`src/rtl/ins_fetch_pkg.sv`:
```
// Shared widths and the prefetch queue entry type for the instruction fetch front end.
package ins_fetch_pkg;

  localparam int ADDR_W = 5;
  localparam int INS_W  = 32;

  typedef struct packed {
    logic [ADDR_W-1:0] pc;
    logic [INS_W-1:0]  ins;
  } fq_entry_t;

endpackage

```
`src/rtl/ins_fetch_queue_if.sv`:
```
// Bundles the instruction RAM read port, the core redirect port and the head handshake.
interface ins_fetch_queue_if #(
  parameter int DEPTH  = 4,
  parameter int ADDR_W = ins_fetch_pkg::ADDR_W,
  parameter int INS_W  = ins_fetch_pkg::INS_W
);

  logic                         imem_rd_en;
  logic [ADDR_W-1:0]            imem_addr;
  logic [INS_W-1:0]             imem_rdata;
  logic                         redirect_valid;
  logic [ADDR_W-1:0]            redirect_pc;
  logic                         ins_valid;
  logic                         ins_ready;
  logic [INS_W-1:0]             ins_reg;
  logic [ADDR_W-1:0]            ins_pc;
  logic [$clog2(DEPTH+1)-1:0]   fq_count;

  modport master (
    output imem_rd_en, imem_addr, ins_valid, ins_reg, ins_pc, fq_count,
    input  imem_rdata, redirect_valid, redirect_pc, ins_ready
  );

  modport slave (
    input  imem_rd_en, imem_addr, ins_valid, ins_reg, ins_pc, fq_count,
    output imem_rdata, redirect_valid, redirect_pc, ins_ready
  );

endinterface

```
`src/rtl/fetch_fifo.sv`:
```
// Synchronous prefetch FIFO of {pc, instruction}; pointers carry an extra wrap bit
// so the occupancy count alone distinguishes full from empty.
module fetch_fifo
  import ins_fetch_pkg::*;
#(
  parameter int DEPTH = 4
) (
  input  logic                       clk,
  input  logic                       reset,
  input  logic                       push,
  input  logic                       pop,
  input  logic                       flush,
  input  fq_entry_t                  din,
  output logic [$clog2(DEPTH+1)-1:0] count,
  output fq_entry_t                  head
);

  localparam int PW = $clog2(DEPTH);
  localparam int CW = $clog2(DEPTH + 1);

  fq_entry_t   mem [DEPTH];
  logic [PW:0] wr_ptr;
  logic [PW:0] rd_ptr;

  always_ff @(posedge clk) begin
    if (!reset || flush) begin
      wr_ptr <= '0;
      rd_ptr <= '0;
    end else begin
      if (push) wr_ptr <= wr_ptr + 1'b1;
      if (pop)  rd_ptr <= rd_ptr + 1'b1;
    end
  end

  always_ff @(posedge clk) begin
    if (push) mem[wr_ptr[PW-1:0]] <= din;
  end

  assign count = CW'(wr_ptr - rd_ptr);
  assign head  = mem[rd_ptr[PW-1:0]];

  // Issue throttling guarantees a slot for every outstanding response.
  no_overflow: assert property (@(posedge clk) disable iff (!reset || flush)
                                !(push && !pop && (count == CW'(DEPTH))));

endmodule

```
`src/rtl/ins_fetch_queue.sv`:
```
// Instruction fetch front end: owns the fetch PC, prefetches into a small queue, flushes on redirect.
// Optional FETCH_BYPASS_EN forwards RAM data straight to the core when the queue is empty.
module ins_fetch_queue #(
  parameter int DEPTH  = 4,
  parameter int ADDR_W = ins_fetch_pkg::ADDR_W,
  parameter int INS_W  = ins_fetch_pkg::INS_W
) (
  input logic               clk,
  input logic               reset,
  ins_fetch_queue_if.master bus
);

  import ins_fetch_pkg::fq_entry_t;

  localparam int CW = $clog2(DEPTH + 1);

  logic [ADDR_W-1:0] fetch_pc;
  logic [ADDR_W-1:0] req_pc;
  logic              resp_pending;
  logic              issue;
  logic              push;
  logic              pop;
  logic              head_valid;
  logic              bypass_take;
  logic [CW-1:0]     count;
  fq_entry_t         head;
  fq_entry_t         push_entry;
  fq_entry_t         out_entry;

  // Room is judged before this cycle's pop, so a full queue waits one extra cycle.
  assign issue = reset & ~bus.redirect_valid &
                 (({1'b0, count} + (CW+1)'(resp_pending)) < (CW+1)'(DEPTH));

  always_ff @(posedge clk) begin
    if (!reset) begin
      fetch_pc     <= '0;
      req_pc       <= '0;
      resp_pending <= 1'b0;
    end else begin
      resp_pending <= issue;
      if (bus.redirect_valid) begin
        fetch_pc <= bus.redirect_pc;
      end else if (issue) begin
        fetch_pc <= fetch_pc + ADDR_W'(1);
        req_pc   <= fetch_pc;
      end
    end
  end

  assign push_entry = '{pc: req_pc, ins: bus.imem_rdata};
  assign head_valid = (count != '0);

`ifdef FETCH_BYPASS_EN
  logic bypass_active;
  assign bypass_active = ~head_valid & resp_pending & ~bus.redirect_valid;
  assign bypass_take   = bypass_active & bus.ins_ready;
  assign out_entry     = head_valid ? head : push_entry;
  assign bus.ins_valid = head_valid | bypass_active;
`else
  assign bypass_take   = 1'b0;
  assign out_entry     = head;
  assign bus.ins_valid = head_valid;
`endif

  // A response landing in a redirect cycle belongs to the abandoned path.
  assign push = resp_pending & ~bus.redirect_valid & ~bypass_take;
  assign pop  = head_valid & bus.ins_ready;

  fetch_fifo #(.DEPTH(DEPTH)) u_fifo (
    .clk   (clk),
    .reset (reset),
    .push  (push),
    .pop   (pop),
    .flush (bus.redirect_valid),
    .din   (push_entry),
    .count (count),
    .head  (head)
  );

  assign bus.imem_rd_en = issue;
  assign bus.imem_addr  = fetch_pc;
  assign bus.ins_reg    = bus.ins_valid ? out_entry.ins : '0;
  assign bus.ins_pc     = bus.ins_valid ? out_entry.pc  : '0;
  assign bus.fq_count   = count;

endmodule
```
`src/flat_wrapper.sv`:
```
// flat-port wrapper written by rule: the top's interface ports become plain ports
module ins_fetch_queue_flat import ins_fetch_pkg::fq_entry_t;
#(
  parameter int DEPTH  = 4,
  parameter int ADDR_W = ins_fetch_pkg::ADDR_W,
  parameter int INS_W  = ins_fetch_pkg::INS_W
)
  (clk, reset, bus_imem_rd_en, bus_imem_addr, bus_ins_valid, bus_ins_reg, bus_ins_pc, bus_fq_count, bus_imem_rdata, bus_redirect_valid, bus_redirect_pc, bus_ins_ready);
  ins_fetch_queue_if #(.DEPTH(DEPTH), .ADDR_W(ADDR_W), .INS_W(INS_W)) bus_i ();
  input logic clk;
  input logic reset;
  output wire logic [$bits(bus_i.imem_rd_en)-1:0] bus_imem_rd_en;
  output wire logic [$bits(bus_i.imem_addr)-1:0] bus_imem_addr;
  output wire logic [$bits(bus_i.ins_valid)-1:0] bus_ins_valid;
  output wire logic [$bits(bus_i.ins_reg)-1:0] bus_ins_reg;
  output wire logic [$bits(bus_i.ins_pc)-1:0] bus_ins_pc;
  output wire logic [$bits(bus_i.fq_count)-1:0] bus_fq_count;
  input wire logic [$bits(bus_i.imem_rdata)-1:0] bus_imem_rdata;
  input wire logic [$bits(bus_i.redirect_valid)-1:0] bus_redirect_valid;
  input wire logic [$bits(bus_i.redirect_pc)-1:0] bus_redirect_pc;
  input wire logic [$bits(bus_i.ins_ready)-1:0] bus_ins_ready;
  assign bus_imem_rd_en = bus_i.imem_rd_en;
  assign bus_imem_addr = bus_i.imem_addr;
  assign bus_ins_valid = bus_i.ins_valid;
  assign bus_ins_reg = bus_i.ins_reg;
  assign bus_ins_pc = bus_i.ins_pc;
  assign bus_fq_count = bus_i.fq_count;
  assign bus_i.imem_rdata = bus_imem_rdata;
  assign bus_i.redirect_valid = bus_redirect_valid;
  assign bus_i.redirect_pc = bus_redirect_pc;
  assign bus_i.ins_ready = bus_ins_ready;
  ins_fetch_queue #(.DEPTH(DEPTH), .ADDR_W(ADDR_W), .INS_W(INS_W)) u_core (.clk(clk), .reset(reset), .bus(bus_i));
endmodule
```
`config.mk`:
```
export PLATFORM = sky130hd
export DESIGN_NAME = ins_fetch_queue_flat
export DESIGN_NICKNAME = d
export VERILOG_FILES = /design/src/rtl/ins_fetch_pkg.sv /design/src/rtl/ins_fetch_queue_if.sv /design/src/rtl/fetch_fifo.sv /design/src/rtl/ins_fetch_queue.sv /design/src/flat_wrapper.sv
export SDC_FILE = /design/constraint.sdc
export NUM_CORES = 1
export LEC_CHECK = 0
export CAP_MARGIN = 25
export CORE_ASPECT_RATIO = 1.25
export CORE_UTILIZATION = 55
export CTS_CLUSTER_DIAMETER = 200
export DETAILED_ROUTE_END_ITERATION = 10
export PLACE_DENSITY = 0.8
export SLEW_MARGIN = 20
export SYNTH_ARGS = -nofsm -noshare
export SYNTH_HDL_FRONTEND = slang
export SYNTH_SLANG_ARGS = --single-unit
```
`constraint.sdc`:
```
create_clock -name clk -period 4.8 [get_ports clk]
set_input_delay 1.44 -clock clk [delete_from_list [all_inputs] [get_ports clk]]
set_output_delay 1.44 -clock clk [all_outputs]
set_load 0.005 [all_outputs]
```
Word level (Yosys, flattened, before mapping)
Memories as Yosys holds them, arrays and structs flattened. A register that Yosys moved wholly into a read port is not among the register bits. Cells that the tools add are included.

Flip-flop bits (word level): 17. Bits in writable memories: 148. Input port bits: 41. Output and inout bits: 47. Logic and storage cells: 30. Memories kept: 1.

Add/sub/neg operators: 5. $lt $le $gt $ge: 1. Muxes and demuxes: 8. Bitwise operators: 5. Reduce and logical (&&, ||, !) cells: 5.

Memories: u_core.u_fifo.mem (words 4, bits a word 37, rd ports 1, clocked after Yosys merged registers in 1, wr ports 1, line fetch_fifo.sv:21) `fq_entry_t mem [DEPTH];`.

Operators by type and width (number): 2-to-1 mux 32 bit (1); 2-to-1 mux 5 bit (3); adder 3 x 1 -> 3 bit (second input constant) (2); adder 5 x 1 -> 5 bit (second input constant) (1); adder 3 x 1 -> 4 bit (1); bitwise AND 1 bit (4); less-than comparator 4 x 3 -> 1 bit (second input constant) (1); 2-to-1 mux 2 bit (2); nonzero test 3 bit (1); subtractor 3 bit (1); 2-to-1 mux 1 bit (2); AND reduction 2 bit (1); nonzero test 2 bit (1); zero test 1 bit (1); logical OR 1 bit (1); inverter 1 bit (1).

Logic depth before layout (Yosys ltp)
Gate-level depths: netlist of the first run.

Depth in word-level cells: 6. Gate-level depth with buffers: 9. Gate-level depth less buffers: 7.

Modules after synthesis
A second synthesis of the first run with hierarchy kept.

Cells, all modules: 341. Area, all modules: 6625.1 um^2.

By module, submodules not included: fetch_fifo (times used 1, cells each 235, area an instance 5819.3 um^2, sequential area each 4604.4 um^2); ins_fetch_queue (times used 1, cells each 106, area an instance 805.8 um^2, sequential area each 220.2 um^2).

Least setup slack after synthesis of the first run
Ideal clock, no wire load.

Path type: input-to-output. Start: input port reset. End: output port bus_imem_rd_en. Data arrival time: 2.035 ns. Required time: 3.360 ns. Slack: 1.325 ns. Stages on the path: 3. Path buffers: 1. Cells stage by stage: clkbuf_1 -> nand2_1 -> nor3_1.

Word-level cells in the longest chain between the ends: 2.

RTL lines: start, declared (line flat_wrapper.sv:11) `input logic reset;`; bitwise AND 1 bit (2 in series) (line ins_fetch_queue.sv:31) `assign issue = reset & ~bus.redirect_valid &`; end, declared (line flat_wrapper.sv:12) `output wire logic [$bits(bus_i.imem_rd_en)-1:0] bus_imem_rd_en;`.

Every way passes these cells.

Worst setup path in the final report of the first run
Start: register u_core.u_fifo.wr_ptr[0]. End: output port bus_ins_reg[0].

Word-level cells in the longest chain between the ends: 3.

RTL lines: start, declared (line fetch_fifo.sv:22) `logic [PW:0] wr_ptr;`; start signal, assigned (line fetch_fifo.sv:30) `if (push) wr_ptr <= wr_ptr + 1'b1;`; subtractor 3 bit (line fetch_fifo.sv:39) `assign count = CW'(wr_ptr - rd_ptr);`; nonzero test 3 bit (line ins_fetch_queue.sv:51) `assign head_valid = (count != '0);`; 2-to-1 mux 32 bit (line ins_fetch_queue.sv:82) `assign bus.ins_reg = bus.ins_valid ? out_entry.ins : '0;`; end, declared (line flat_wrapper.sv:15) `output wire logic [$bits(bus_i.ins_reg)-1:0] bus_ins_reg;`.

Every way passes these cells.

==> results of run 1 <==
[flip-flops by register name, indices dropped and copies added (netlist names), named ones only]
name and count:
u_core.bus.imem_addr 5, u_core.req_pc 5, u_core.resp_pending 1, u_core.u_fifo.mem 148
u_core.u_fifo.rd_ptr 3, u_core.u_fifo.wr_ptr 3
[worst max-delay path, cell delays in order (launching register included)]
cell	delay [ns]
dfxtp_1	0.39
inv_1	0.10
ha_1	0.21
fa_1	0.59
nand2_1	0.27
nor2_4	0.61
nor2b_1	0.14
clkdlybuf4s50_1	0.48
[layer usage]
layer  wire [microns]  vias up
met5                0        -
met3              553       10
met2             6160      106
met1             5120     1768
met4              155        0
li1                 -     1567
[layout make-up]
type | instances | area (sq um) | area share [%]
Clock buffer | 25 | 558 | 6.68
Clock inverter | 7 | 78.8 | 0.943
Inverter | 9 | 33.8 | 0.404
Multi-Input combinational cell | 156 | 1680 | 20.1
Sequential cell | 167 | 4830 | 57.8
Tap cell | 161 | 201 | 2.41
Timing Repair Buffer | 100 | 981 | 11.7
[power groups by stage]
stage / clock network, mW / logic, mW / registers, mW
5_1_grt: 1.47 / 0.223 / 1.62
2_1_floorplan: 0 / 0.0834 / 1.64
3_5_place_dp: 0 / 0.203 / 1.64
6_report: 1.39 / 0.206 / 1.61
4_1_cts: 1.41 / 0.209 / 1.61
3_3_place_gp: 0 / 0.197 / 1.64
[worst paths after layout]
check | slack [ns] | start | to | cells after the start
max reg2reg | 2.42 | u_core.u_fifo.wr_ptr[0] | register | 7
min | 0.49 | u_core.bus.imem_addr[4] | u_core.req_pc[4] | 2
min reg2reg | 0.49 | u_core.bus.imem_addr[4] | u_core.req_pc[4] | 2
max | 0.15 | u_core.u_fifo.wr_ptr[0] | bus_ins_reg[0] | 7
[logic make-up after synthesis]
group | after synthesis
muxes | 46
buffers and inverters | 24
adders and majority gates | 8
DFF | 167
xor gates and xnor gates | 3
AOI/OAI and AO/OA | 17
and+or+nand+nor | 81
[synth_stat cells, types with 2 or more instances]
cell      count
a31oi_1       6
inv_1         7
clkbuf_1      7
nand3_1       6
and2_1        3
mux2i_1       9
nor3_1        2
nand2_1      15
o31ai_1       2
mux4_2       37
nand4_1       3
nor2b_1      39
ha_1          7
dfxtp_1      19
or4_1         2
buf_2         7
nor2_1        5
o21ai_0       5
edfxtp_1    148
[timing repair]
| item | in CTS | in global routing |
|---|---|---|
| pin swaps | 1 | 1 |
| gates resized for setup | 1 | 0 |
| gates cloned | 1 | 0 |
| setup endpoints to repair | 38 | 5 |
==> results by group, run 1 <==
Synthesis
  – Async S/R FF share, synth: 0%
  – Top cells by area, synth: edfxtp_1, mux4_2, dfxtp_1
  – Simple-Gate Fraction of Synth Area: 7.15%
  – Prevailing post-synth register cell: edfxtp_1
  – Compound-gate portion of the synthesized area: 1.67%
  – Yosys top cell area share: 67.5%
  – Synth Register Bits: 167
  – Yosys warns: 0
  – Synth Cell Area: 0.00658 sq mm
  – Post-Synth Adder-Cell Area: 1.64%
  – XOR/XNOR Fraction of Synth Area: 0.627%
  – Synth Instances: 346
  – Register area share after synthesis: 73.3%
  – Area leader, netlist: edfxtp_1
  – Post-synthesis cell type count: 36
  – Syn nets: 395
  – Largest family of logic cells by synthesized area: multiplexers
  – Mux contribution to synthesized area: 14.0%
  – Post-synth EDFFs: 148
  – Syn avg cell area: 19.0 sq um

Clock tree
  – Post-cts hold buffer count: 0
  – CTS buffer count: 17
  – CTS root buf: clkbuf_16
  – Worst skew pair latency: 0.41 ns
  – CTS sink cnt: 167
  – Maximum clock path buffer count: 2
  – Postcts setup bufs: 0
  – CTS tree: yes
  – Clock transition at path regs: 0.06 ns
  – CTS H-tree lvls: 4

Timing
  – Max Clk Rate: 215 MHz
  – Endpoints failing hold: 0
  – Tmin final: 4.65 ns
  – Worst-Margin Slew: 0.893 ns
  – Smallest hold slack: 0.493 ns
  – RSZ-0062 raised after global routing: false
  – Setup TNS: 0 ns
  – Max Slew Vio Count: 0
  – Worst setup margin: 0.154 ns
  – Slew headroom: 40.4%
  – Post-route clock period utilization: 96.8%
  – Skew final: 0.0113 ns
  – Setup-failing EPs final: 0

Cells and area
  – Fin util: 71.9%
  – Commonest cells after routing, fill and taps aside: edfxtp_1, clkdlybuf4s50_1, nor2b_1, mux4_2, clkbuf_16
  – Fin area: 0.00836 sq mm
  – Layout Cells excl Fill: 625
  – # nets final: 500
  – Commonest non-fill, non-tap cell in the layout: edfxtp_1
  – N_diodes: 0
  – Filler instances: 709
  – Fraction of layout cells with a size suffix above 1: 20.7%
  – Area grow syn2layout: 27.0%

Place
  – Placed instance count: 591
  – Post-detail-place hpwl: 6.95 mm
  – Placement Setup Slack: 0.279 ns
  – GP Congestion: 0.817
  – Port buffer count: 87
  – Placed inst area: 0.00769 sq mm

Power
  – Overall Power: 3.21 mW
  – Sequential share of power: 50.2%
  – Switching share of total power: 19.7%
  – Clk pwr share: 43.4%
  – Design internal power: 2.58 mW
  – Leakage: 2.72 nW
  – Comb pwr share: 6.4%
  – Net load switching power: 0.632 mW
  – PD cells: 385 mW/mm^2
  – Peak supply drop: 263 uV

Floorplan
  – Die Y-Extent: 124 microns
  – Total die area: 0.0124 sq mm
  – Core area: 0.0116 sq mm
  – Core Rows: 44
  – IO Pins: 88
  – Die width: 99.8 microns
  – Initial core utilization: 56.6%

Route
  – Via density: 5.52
  – DR pass1 iterations: 6
  – Vias: 3451
  – 1st-iter DRT viols: 159
  – Routed WL: 12.0 mm
  – Post-route ant nets: 0
  – Drt wl/cell: 19.2 microns
  – Drt drc: 0

GRT
  – GR peak layer: met2
  – Via count of the first global-routing pass: 3733
  – GR Util All Layers: 21.4%
  – Met1 usage: 27.1%
  – Pin count of the biggest net entering global routing: 38
  – Initial antenna violation count: 0
  – M3 GR Usage: 5.56%
  – Global route total overflow: 0
  – Met2 usage: 35.0%
  – First-pass GRT wire length: 19.2 mm

Critical path
  – WP data arrival: 3.21 ns
  – Setup crit end kind: primary output
  – CP Launch Type: register
  – Worst Path Max Fanout: 19
  – Critical Path RT: 3.36 ns
  – Crit path kind: reg -> out

Job
  – # Max-Cap Violations: 0

Run status
  – Status: finished clean

Hold path
  – Min-Delay Path Class: reg -> reg
(Power assumes the default switching activity.)
==> inputs of run 2 (changes only) <==
- CTS_CLUSTER_DIAMETER: 200 -> 40
- SLEW_MARGIN: 20 -> unset
==> results of run 2 <==
The final DEF is identical to that of run 1; final timing and power are the same.
